File: src/rtl/mips_pkg.sv
// Shared definitions for the 8-bit MIPS pipeline: instruction width, opcodes,
// the NOP encoding and the fetch FSM state type.
package mips_pkg;

    localparam int INS_W = 20;

    localparam logic [4:0] OP_HLT     = 5'b10001;
    localparam logic [4:0] OP_LD      = 5'b10100;
    localparam logic [2:0] OP_JMP_PFX = 3'b111;

    localparam logic [INS_W-1:0] NOP = 20'h00000;

    typedef enum logic {
        ST_RUN  = 1'b0,
        ST_HALT = 1'b1
    } fetch_state_e;

    function automatic logic is_hlt(input logic [INS_W-1:0] ins);
        return ins[INS_W-1:INS_W-5] == OP_HLT;
    endfunction

endpackage

File: src/rtl/fetch_unit_if.sv
// Fetch-stage bus: stall-control and execute inputs, program-memory address
// and the fetch/decode register outputs.
interface fetch_unit_if #(
    parameter int ADDR_W = 8,
    parameter int CNT_W  = 16
);
    import mips_pkg::*;

    logic              stall;
    logic              stall_pm;
    logic [INS_W-1:0]  ins_pm;
    logic              jmp_en;
    logic [ADDR_W-1:0] jmp_addr;
    logic [ADDR_W-1:0] pm_addr;
    logic [INS_W-1:0]  ins_out;
    logic              ins_valid;
    logic              replay;
    logic              halted;
    logic [CNT_W-1:0]  stall_cnt;

    modport master (
        input  stall, stall_pm, ins_pm, jmp_en, jmp_addr,
        output pm_addr, ins_out, ins_valid, replay, halted, stall_cnt
    );

    modport slave (
        output stall, stall_pm, ins_pm, jmp_en, jmp_addr,
        input  pm_addr, ins_out, ins_valid, replay, halted, stall_cnt
    );

endinterface

File: src/rtl/fetch_unit_pc_counter.sv
// Program counter: load has priority over increment; otherwise holds.
// Wraps modulo 2^ADDR_W.
module pc_counter #(
    parameter int ADDR_W = 8
) (
    input  logic              clk,
    input  logic              reset,
    input  logic              load,
    input  logic [ADDR_W-1:0] load_val,
    input  logic              inc,
    output logic [ADDR_W-1:0] pc
);

    logic [ADDR_W-1:0] pc_d;
    logic [ADDR_W-1:0] pc_q;

    always_comb begin
        pc_d = pc_q;
        if (load) begin
            pc_d = load_val;
        end else if (inc) begin
            pc_d = pc_q + ADDR_W'(1);
        end
    end

    always_ff @(posedge clk) begin
        if (!reset) begin
            pc_q <= '0;
        end else begin
            pc_q <= pc_d;
        end
    end

    assign pc = pc_q;

endmodule

File: src/rtl/fetch_unit.sv
// Instruction fetch stage: owns the PC, registers the fetched instruction,
// inserts bubbles on stall, freezes on HLT and redirects on a taken jump.
module fetch_unit
    import mips_pkg::*;
#(
    parameter int ADDR_W = 8,
    parameter int CNT_W  = 16
) (
    input  logic        clk,
    input  logic        reset,
    fetch_unit_if.master bus
);

    fetch_state_e      state_d, state_q;
    logic [INS_W-1:0]  ins_out_d, ins_out_q;
    logic              ins_valid_d, ins_valid_q;
    logic              replay_d, replay_q;
    logic [CNT_W-1:0]  stall_cnt_d, stall_cnt_q;
    logic              pc_load;
    logic              pc_inc;
    logic [ADDR_W-1:0] pc;

    function automatic logic [CNT_W-1:0] sat_inc(input logic [CNT_W-1:0] v);
        return (&v) ? v : v + CNT_W'(1);
    endfunction

    pc_counter #(.ADDR_W(ADDR_W)) u_pc (
        .clk      (clk),
        .reset    (reset),
        .load     (pc_load),
        .load_val (bus.jmp_addr),
        .inc      (pc_inc),
        .pc       (pc)
    );

    // Every branch that does not fetch leaves a bubble, so the defaults are NOP.
    always_comb begin
        state_d     = state_q;
        ins_out_d   = NOP;
        ins_valid_d = 1'b0;
        replay_d    = 1'b0;
        stall_cnt_d = stall_cnt_q;
        pc_load     = 1'b0;
        pc_inc      = 1'b0;

        if (bus.jmp_en) begin
            pc_load = 1'b1;
            state_d = ST_RUN;
        end else if (state_q == ST_HALT) begin
            state_d = ST_HALT;
        end else if (is_hlt(bus.ins_pm)) begin
            state_d     = ST_HALT;
            ins_out_d   = bus.ins_pm;
            ins_valid_d = 1'b1;
        end else if (bus.stall) begin
            stall_cnt_d = sat_inc(stall_cnt_q);
        end else begin
            pc_inc      = 1'b1;
            ins_out_d   = bus.ins_pm;
            ins_valid_d = 1'b1;
            replay_d    = bus.stall_pm;
        end
    end

    always_ff @(posedge clk) begin
        if (!reset) begin
            state_q     <= ST_RUN;
            ins_out_q   <= NOP;
            ins_valid_q <= 1'b0;
            replay_q    <= 1'b0;
            stall_cnt_q <= '0;
        end else begin
            state_q     <= state_d;
            ins_out_q   <= ins_out_d;
            ins_valid_q <= ins_valid_d;
            replay_q    <= replay_d;
            stall_cnt_q <= stall_cnt_d;
        end
    end

    assign bus.pm_addr   = pc;
    assign bus.ins_out   = ins_out_q;
    assign bus.ins_valid = ins_valid_q;
    assign bus.replay    = replay_q;
    assign bus.halted    = (state_q == ST_HALT);
    assign bus.stall_cnt = stall_cnt_q;

endmodule
File: src/flat_wrapper.sv
// flat-port wrapper written by rule: the top's interface ports become plain ports
module fetch_unit_flat import mips_pkg::*;
#(
    parameter int ADDR_W = 8,
    parameter int CNT_W  = 16
)
  (clk, reset, bus_stall, bus_stall_pm, bus_ins_pm, bus_jmp_en, bus_jmp_addr, bus_pm_addr, bus_ins_out, bus_ins_valid, bus_replay, bus_halted, bus_stall_cnt);
  fetch_unit_if #(.ADDR_W(ADDR_W), .CNT_W(CNT_W)) bus_i ();
  input  logic clk;
  input  logic reset;
  input wire logic [$bits(bus_i.stall)-1:0] bus_stall;
  input wire logic [$bits(bus_i.stall_pm)-1:0] bus_stall_pm;
  input wire logic [$bits(bus_i.ins_pm)-1:0] bus_ins_pm;
  input wire logic [$bits(bus_i.jmp_en)-1:0] bus_jmp_en;
  input wire logic [$bits(bus_i.jmp_addr)-1:0] bus_jmp_addr;
  output wire logic [$bits(bus_i.pm_addr)-1:0] bus_pm_addr;
  output wire logic [$bits(bus_i.ins_out)-1:0] bus_ins_out;
  output wire logic [$bits(bus_i.ins_valid)-1:0] bus_ins_valid;
  output wire logic [$bits(bus_i.replay)-1:0] bus_replay;
  output wire logic [$bits(bus_i.halted)-1:0] bus_halted;
  output wire logic [$bits(bus_i.stall_cnt)-1:0] bus_stall_cnt;
  assign bus_i.stall = bus_stall;
  assign bus_i.stall_pm = bus_stall_pm;
  assign bus_i.ins_pm = bus_ins_pm;
  assign bus_i.jmp_en = bus_jmp_en;
  assign bus_i.jmp_addr = bus_jmp_addr;
  assign bus_pm_addr = bus_i.pm_addr;
  assign bus_ins_out = bus_i.ins_out;
  assign bus_ins_valid = bus_i.ins_valid;
  assign bus_replay = bus_i.replay;
  assign bus_halted = bus_i.halted;
  assign bus_stall_cnt = bus_i.stall_cnt;
  fetch_unit #(.ADDR_W(ADDR_W), .CNT_W(CNT_W)) u_core (.clk(clk), .reset(reset), .bus(bus_i));
endmodule
File: config.mk
export PLATFORM = sky130hd
export DESIGN_NAME = fetch_unit_flat
export DESIGN_NICKNAME = d
export VERILOG_FILES = /design/src/rtl/mips_pkg.sv /design/src/rtl/fetch_unit_if.sv /design/src/rtl/fetch_unit_pc_counter.sv /design/src/rtl/fetch_unit.sv /design/src/flat_wrapper.sv
export SDC_FILE = /design/constraint.sdc
export NUM_CORES = 1
export LEC_CHECK = 0
export BUFFER_PORTS_ARGS = -buffer_cell sky130_fd_sc_hd__buf_2
export CORE_ASPECT_RATIO = 0.6
export CORE_MARGIN = 3
export CORE_UTILIZATION = 45
export DETAILED_ROUTE_END_ITERATION = 10
export GPL_TIMING_DRIVEN = 0
export PLACE_DENSITY = 0.74
export SETUP_SLACK_MARGIN = 0.4
export SLEW_MARGIN = 20
export SYNTH_ARGS = -nofsm -noshare
export SYNTH_HDL_FRONTEND = slang
export SYNTH_HIERARCHICAL = 1
export SYNTH_SLANG_ARGS = --single-unit
File: constraint.sdc
create_clock -name clk -period 1.86 [get_ports clk]
set_input_delay 0 -clock clk [delete_from_list [all_inputs] [get_ports clk]]
set_output_delay 0 -clock clk [all_outputs]
set_load 0.1 [all_outputs]
==> results of run 1 <==
## path summary, 6_finish.rpt
check                           start                       end  slack [ns]  cells after the start
max          u_core/bus.stall_cnt[11]   u_core/bus.stall_cnt[2]        0.27                      5
min                    bus_ins_pm[16]    u_core/bus.ins_out[16]       0.005                      2
max reg2reg  u_core/bus.stall_cnt[11]   u_core/bus.stall_cnt[2]        0.27                      5
min reg2reg  u_core/bus.stall_cnt[15]  u_core/bus.stall_cnt[15]        0.50                      2
## placed cells by master (no fill, tap or decap), types with 2 or more instances in the layout
| master | n |
|---|---|
| o21ai_0 | 8 |
| or3_1 | 2 |
| o31ai_1 | 2 |
| nor4_4 | 8 |
| buf_6 | 7 |
| xor2_1 | 2 |
| xnor2_1 | 2 |
| or4_4 | 2 |
| a21oi_2 | 2 |
| clkbuf_8 | 6 |
| a21oi_1 | 5 |
| dlygate4sd3_1 | 25 |
| buf_4 | 8 |
| nor3b_1 | 2 |
| nand2b_1 | 12 |
| o211ai_1 | 2 |
| and2_1 | 25 |
| nand4_4 | 2 |
| nand3_1 | 9 |
| clkbuf_1 | 3 |
| dfxtp_1 | 23 |
| mux2i_1 | 12 |
| nand2_1 | 19 |
| nor4_1 | 2 |
| inv_1 | 5 |
| buf_2 | 79 |
| nand4_1 | 7 |
| dfxtp_4 | 17 |
| o21ai_1 | 2 |
| dfxtp_2 | 7 |
| or4_1 | 3 |
## state kept, by name, summed over array words and instances, names as in the netlist
signal / count
u_core/u_pc/pc: 8
u_core/bus.stall_cnt: 16
u_core/bus.ins_valid: 1
u_core/bus.ins_out: 20
u_core/bus.replay: 1
u_core/bus.halted: 1
## repair_timing
action                                 4_1_cts  5_1_grt
cloned                                       1        1
endpoints found under the hold margin       25        0
pin swaps                                    2       12
hold buffers                                25        0
gates resized for setup                     15       23
setup endpoints to repair                   16       25
buffers inserted                             7        4
## kinds of logic after synthesis
group / Yosys count / share of synthesized area
xor+xnor: 4 / 0.0168
simple gates: 110 / 0.334
mux: 12 / 0.0576
flops: 47 / 0.451
buf+inv: 13 / 0.0378
fa+ha+maj: 2 / 0.0120
compound gates: 28 / 0.0906
## per-layer routing
metal	GRT usage	share of wire	vias up
li1	-	-	1022
met1	0.276	0.43	969
met2	0.356	0.48	89
met3	0.0600	0.077	11
met4	0.0391	0.010	0
met5	0	0	-
## cell type report
| class | instances | area share |
|---|---|---|
| multi-input cells | 156 | 0.381 |
| repair buffers | 117 | 0.236 |
| clock buffers | 7 | 0.0259 |
| flip-flops and latches | 47 | 0.304 |
| well taps | 60 | 0.0225 |
| plain buffers | 8 | 0.0218 |
| inverters | 5 | 0.00564 |
| clock inverters | 1 | 0.00263 |
## power by group
part | internal (mW) | switching, mW
clock network | 0.305 | 0.352
logic | 0.144 | 0.313
registers | 1.01 | 0.0237
## cell usage after synthesis (2+ instances only)
| cell | number |
|---|---|
| a21oi_1 | 7 |
| and2_1 | 25 |
| and3_1 | 2 |
| and4_1 | 2 |
| buf_4 | 2 |
| buf_6 | 3 |
| clkbuf_1 | 3 |
| dfxtp_1 | 47 |
| ha_1 | 2 |
| inv_1 | 5 |
| mux2i_1 | 12 |
| nand2_1 | 20 |
| nand2b_1 | 12 |
| nand3_1 | 9 |
| nand4_1 | 7 |
| nand4_2 | 2 |
| nor2_1 | 2 |
| nor3b_1 | 2 |
| nor4_1 | 10 |
| o211ai_1 | 2 |
| o21ai_0 | 11 |
| o31ai_1 | 3 |
| or3_1 | 2 |
| or4_1 | 5 |
| xnor2_1 | 2 |
| xor2_1 | 2 |
## worst max-delay path: stages, from the launching register on
cell and delay [ns]:
dfxtp_4 0.38, nand4_1 0.16, nor4_4 0.46, buf_6 0.25, o31ai_2 0.08, a21oi_1 0.17
## per-stage QoR
| step | utilization | setup WS [ns] | cells | hold WS (ns) | power (mW) |
|---|---|---|---|---|---|
| 2_1_floorplan | - | 0.287 | 216 | 0.0687 | 1.34 |
| 3_5_place_dp | 0.622 | 0.291 | 355 | 0.203 | 1.43 |
| 5_1_grt | 0.778 | 0.225 | 401 | 0.00732 | 2.24 |
| 4_1_cts | 0.742 | 0.390 | 396 | 0.00457 | 2.13 |
| 3_3_place_gp | 0.622 | 0.303 | 355 | 0.199 | 1.43 |
| 6_report | 0.778 | 0.272 | 401 | 0.00535 | 2.15 |
==> flow_summary.yaml, run 1 <==
place:
  gp_congestion: 0.863
  placed_cell_area_um2: 2660
  io_buffers: 79
  hpwlAfterDp_um: 3810
global_routing:
  grt_max_degree: 17
  grt_usage: 0.211
  grt_pass1_vias: 1905
  antenna_found_initial: 0
  grt_pass1_wl_um: 9130
  grt_overflow_total: 0
layout:
  fillers: 269
  seqCellArea_um2: 1010
  diodes: 0
  drive_above_1_share: 0.466
  syn_to_final_growth_pct: 59.6
  nets: 375
  fin_area_um2: 3330
  multiInputGateArea_um2: 1270
sta:
  slew_headroom: 0.669
  rsz0062_at_grt: "yes"
  min_period_ns: 1.59
  drv_slew: 0
  setup_viol_count_final: 0
  max_clock_freq_mhz: 630
  clock-skew-final_ns: 0.0152
  hold_viol: 0
  post-route-period-util: 0.854
  tns_ns: 0
  tightestPinTransition_ns: 0.500
floorplanning:
  core-area_um2: 4280
  fp-row-count: 18
  io_pins: 80
  die-width_um: 93.9
  die_y_um: 58.7
  fp.dieArea_um2: 5510
  start_util: 0.487
clock_tree:
  htree_num_levels: 2
  clk_latency_ns: 0.31
  clkTransAtPathRegs_ns: 0.10
  cts_made_buffers: 5
  clockRootBuffer: "clkbuf_8"
  cts.sink_count: 47
  cts_tree: "built"
  cts_buffer_depth: 2
route:
  via_per_inst: 5.21
  drc: 0
  dr.first_iter.drc_count: 110
  wl_per_cell_um: 15.6
  firstDrtPassIters: 4
  ant_nets: 0
  vias: 2091
  wirelength_um: 6240
synth:
  async_flop_share: 0
  syn_area_um2: 2090
  yosysTopAreaCell: "dfxtp_1"
  ys_warn_count: 6
  post_synth.cell_area_avg_um2: 9.66
  synth_seq_area_share: 0.451
  synth_flop_cell: "dfxtp_1"
  yosysTopAreaCellShare: 0.451
  synth-seq-cells: 47
  synth_top_cells_by_area: "dfxtp_1, and2_1, mux2i_1, nand2_1, nand2b_1"
  synth.distinct_cells: 41
  syn-num-nets: 251
  synth_edf_count: 0
  syn_inst: 216
worst_setup_path:
  crit_path_end_kind: "register"
  cp.required_ns: 2.08
  cp-start-kind: "register"
  worstPathArrival_ns: 1.81
  crit_type: "reg -> reg"
  crit_path_max_fanout: 10
power:
  vdd_drop_max_v: 0.000456
  powerDensity_nw_per_um2: 646
  p_leak_nw: 1.42
outcome:
  outcome: "complete, no violations"
job:
  maxCapViolCount: 0
min_path:
  hp-class: "in -> reg"
Note: power is estimated with default switching activity, not from simulation.
==> run 2: changes to the inputs <==
CTS_BUF_LIST = sky130_fd_sc_hd__clkbuf_4   (was not set)
==> flow_summary.yaml, run 2 (synthesized netlist as in run 1, its figures left out) <==
place:
  io_buffers: 79
  gp_congestion: 0.863
  hpwlAfterDp_um: 3810
  placed_cell_area_um2: 2660
sta:
  hold_viol: 0
  tns_ns: 0
  rsz0062_at_grt: "yes"
  tightestPinTransition_ns: 0.500
  max_clock_freq_mhz: 654
  fin_hold_ws_ns: 0.0242
  clock-skew-final_ns: 0.0179
  setup_viol_count_final: 0
  min_period_ns: 1.53
  post-route-period-util: 0.822
  drv_slew: 0
  slew_headroom: 0.669
route:
  wirelength_um: 5920
  ant_nets: 0
  drc: 0
  firstDrtPassIters: 4
  via_per_inst: 5.12
  wl_per_cell_um: 14.6
  dr.first_iter.drc_count: 85
  vias: 2077
floorplanning:
  core-area_um2: 4280
  start_util: 0.487
  die-width_um: 93.9
  fp.dieArea_um2: 5510
  die_y_um: 58.7
  fp-row-count: 18
  io_pins: 80
layout:
  final_cell_mix: "buf_2, dlygate4sd3_1, and2_1, dfxtp_1, nand2_1"
  largest_register_ffs: 20
  nets: 380
  final_common_cell: "buf_2"
  syn_to_final_growth_pct: 57.2
  drive_above_1_share: 0.436
  fin_area_um2: 3280
  diodes: 0
worst_setup_path:
  crit_path_end_kind: "register"
  max_stage_delay_ns: 0.42
  cp-start-kind: "register"
  worstPathCellList: "nand4_4, nor4_4, buf_6, o31ai_1, a21oi_2"
  worstPathArrival_ns: 1.82
  cp.required_ns: 2.15
  crit_path_max_fanout: 10
  crit_slowest_cell: "nor4_4"
  crit_type: "reg -> reg"
clock_tree:
  cts_made_buffers: 5
  cts_tree: "built"
  htree_num_levels: 2
  cts.sink_count: 47
  clockRootBuffer: "clkbuf_4"
  cts_buffer_depth: 2
  clkTransAtPathRegs_ns: 0.13
  clk_latency_ns: 0.37
min_path:
  hp-class: "in -> reg"
global_routing:
  antenna_found_initial: 0
  grt_pass1_vias: 2004
  grt_overflow_total: 0
  grt_usage: 0.222
  grt_max_degree: 15
  grt_pass1_wl_um: 9580
power:
  p_leak_nw: 1.40
  vdd_drop_max_v: 0.000440
  powerDensity_nw_per_um2: 605
job:
  maxCapViolCount: 0
outcome:
  outcome: "complete, no violations"
==> run 2: metrics by stage <==
step           power, mW  utilization  cells  setup WS (ns)
2_1_floorplan       1.34            -    216          0.287
3_3_place_gp        1.43        0.622    355          0.303
3_5_place_dp        1.43        0.622    355          0.291
4_1_cts             1.98        0.749    403          0.388
5_1_grt             2.08        0.766    406          0.272
6_report            1.99        0.766    406          0.332
==> run 2: cell type report <==
cell class | count | area, µm²
plain buffers | 8 | 71.3
clock inverters | 2 | 12.5
fillers | 283 | 1000
flip-flops and latches | 47 | 1010
inverters | 5 | 18.8
repair buffers | 122 | 805
multi-input cells | 156 | 1240
well taps | 60 | 75.1
clock buffers | 6 | 45.0
==> run 2: report_power, final <==
part	internal, mW	switching (mW)
logic	0.147	0.312
clock network	0.162	0.328
registers	1.01	0.0228
==> run 2: worst paths after layout <==
| kind | startpoint | end | slack (ns) | cells past startpoint |
|---|---|---|---|---|
| worst min register to register | u_core/bus.stall_cnt[12] | u_core/bus.stall_cnt[12] | 0.50 | 2 |
| worst max-delay path | u_core/bus.stall_cnt[6] | u_core/bus.stall_cnt[3] | 0.33 | 5 |
| worst max register to register | u_core/bus.stall_cnt[6] | u_core/bus.stall_cnt[3] | 0.33 | 5 |
| worst min-delay path | bus_jmp_addr[7] | u_core/u_pc/pc[7] | 0.02 | 4 |
==> run 2: repair_timing <==
| item | 4_1_cts | 5_1_grt |
|---|---|---|
| gates resized for setup | 16 | 11 |
| setup buffers | 6 | 3 |
| setup endpoints to repair | 17 | 24 |
| hold buffers | 33 | 0 |
| cloned | 1 | 0 |
| pin swaps | 2 | 5 |
| endpoints found under the hold margin | 29 | 0 |
==> run 2: per-layer routing <==
layer / vias to the layer above / share of wire / GRT usage
li1: 1029 / - / -
met1: 962 / 0.45 / 0.281
met2: 81 / 0.47 / 0.374
met3: 5 / 0.079 / 0.0562
met4: 0 / 0.0071 / 0.0741
met5: - / 0 / 0
==> run 2: critical path, delay by kind of cell (launching register included) <==
family	cells	cell delay, ns
AO/OA/AOI/OAI	2	0.26
flip-flops	1	0.41
buffers and inverters	1	0.24
AND/OR/NAND/NOR	2	0.55
==> run 3: changes to the inputs <==
clock period = 1.5 ns   (was 1.86 ns; I/O delays follow)
==> flow_summary.yaml, run 3 (synthesized netlist as in run 1, its figures left out) <==
sta:
  rsz0062_at_grt: "yes"
  drv_slew: 0
  post-route-period-util: 1.11
  tns_ns: -1.37
  max_clock_freq_mhz: 602
  tightestPinTransition_ns: 0.497
  setup_slack_ns: -0.162
  fin_hold_ws_ns: 0.0172
  slew_headroom: 0.669
  hold_viol: 0
  min_period_ns: 1.66
  clock-skew-final_ns: 0.0240
  setup_viol_count_final: 24
route:
  via_per_inst: 5.51
  vias: 2331
  firstDrtPassIters: 4
  highest_layer: "met4"
  ant_nets: 0
  met1_length_um: 3220
  wl_per_cell_um: 19.5
  wirelength_um: 8240
  wl_met2_um: 4080
  dr.first_iter.drc_count: 173
  met3_length_um: 684
  drc: 0
layout:
  nets: 397
  largest_register_ffs: 20
  fin_area_um2: 3830
  final_common_cell: "buf_4"
  diodes: 0
  drive_above_1_share: 0.540
  final_cell_mix: "buf_4, dlygate4sd3_1, buf_2, buf_6, dfxtp_1"
  syn_to_final_growth_pct: 83.6
worst_setup_path:
  crit_type: "reg -> reg"
  cp.required_ns: 1.80
  crit_path_max_fanout: 5
  cp-start-kind: "register"
  max_stage_delay_ns: 0.39
  crit_slowest_cell: "dfxtp_4"
  worstPathArrival_ns: 1.96
  worstPathCellList: "nor2_4, o21ai_4, nor2_1, buf_4, nand3_1, or3_1, a31oi_1"
  crit_buf_inv: 1
  crit_family: "simple AND/OR/NAND/NOR gates"
  crit_path_end_kind: "register"
  reg2reg_slack_ns: -0.16
global_routing:
  grt_pass1_vias: 2333
  grt_max_degree: 17
  grt_overflow_total: 0
  grt_pass1_wl_um: 11300
  grt_usage: 0.263
  antenna_found_initial: 0
place:
  io_buffers: 79
  gp_congestion: 0.851
  hpwlAfterDp_um: 3770
  placed_cell_area_um2: 2660
power:
  comb_power_share: 0.242
  powerDensity_nw_per_um2: 728
  p_sw_frac: 0.331
  p_seq_frac: 0.464
  vdd_drop_max_v: 0.000830
  switching_power_uw: 924
  clkPwrFrac: 0.294
  p_leak_nw: 1.58
  p_int_mw: 1.86
outcome:
  violations: "negative setup slack"
  outcome: "complete, but fails checks"
floorplanning:
  fp-row-count: 18
  io_pins: 80
  die_y_um: 58.7
  die-width_um: 93.9
  fp.dieArea_um2: 5510
  start_util: 0.487
  core-area_um2: 4280
clock_tree:
  cts_made_buffers: 5
  clockRootBuffer: "clkbuf_4"
  cts_tree: "built"
  clk_latency_ns: 0.38
  htree_num_levels: 2
  clkTransAtPathRegs_ns: 0.16
  cts.sink_count: 47
  cts_buffer_depth: 2
job:
  maxCapViolCount: 0
min_path:
  hp-class: "in -> reg"
==> run 3: cell count changes in the layout (fill, tap and decap cells not counted), moves of 6 or more <==
cell	change
and2_4	+19
buf_2	-46
and2_1	-19
buf_6	+24
buf_12	+6
buf_4	+32
==> run 3: layout make-up <==
type	instances	area (µm²)
buffer	8	67.6
inverter	5	18.8
sequential	47	1010
multi-input combinational	156	1350
fill	165	450
clock inverter	3	45.0
tap	60	75.1
timing repair buffer	139	1220
clock buffer	5	37.5
==> run 3: what timing repair did <==
| action | in CTS | in global routing |
|---|---|---|
| gates resized for setup | 93 | 57 |
| endpoints found under the setup margin | 90 | 65 |
| hold endpoints to repair | 29 | 0 |
| hold buffers | 33 | 0 |
| gates cloned | 2 | 1 |
| pin swaps | 11 | 18 |
| setup buffers | 22 | 2 |
==> run 3: stage by stage <==
step,worst slack (ns),cells,power [mW],utilization
after floorplan,-0.0726,216,1.66,-
after global placement,-0.0644,355,1.77,0.622
after detailed placement,-0.0705,355,1.78,0.622
after global routing,-0.227,423,2.87,0.895
after CTS,0.0173,420,2.69,0.842
final,-0.162,423,2.79,0.895
==> run 3: worst paths after layout <==
kind,from,endpoint,cells past startpoint
min,bus_jmp_en,u_core/u_pc/pc[2],3
min reg2reg,u_core/bus.stall_cnt[12],u_core/bus.stall_cnt[12],2
max,u_core/bus.halted,u_core/u_pc/pc[6],7
max reg2reg,u_core/bus.halted,u_core/u_pc/pc[6],7
==> run 3: per-layer routing <==
layer,global-route usage,vias to the layer above
met3,0.0639,27
met2,0.461,132
met5,0,-
met1,0.322,1101
li1,-,1071
met4,0.0864,0
==> run 3: tightest hold or removal path: cells and delay by family <==
kind                   cells  cell delay, ns
AOI/OAI and AO/OA          1            0.12
and+or+nand+nor            1            0.08
buffers and inverters      1            0.18
==> run 3: power by group through the flow <==
stage	Combinational, mW	Sequential (mW)	Clock [mW]
after floorplan	0.104	1.56	0
after global placement	0.462	1.31	0
after detailed placement	0.467	1.31	0
after CTS	0.598	1.29	0.802
after global routing	0.700	1.30	0.874
final	0.675	1.29	0.820
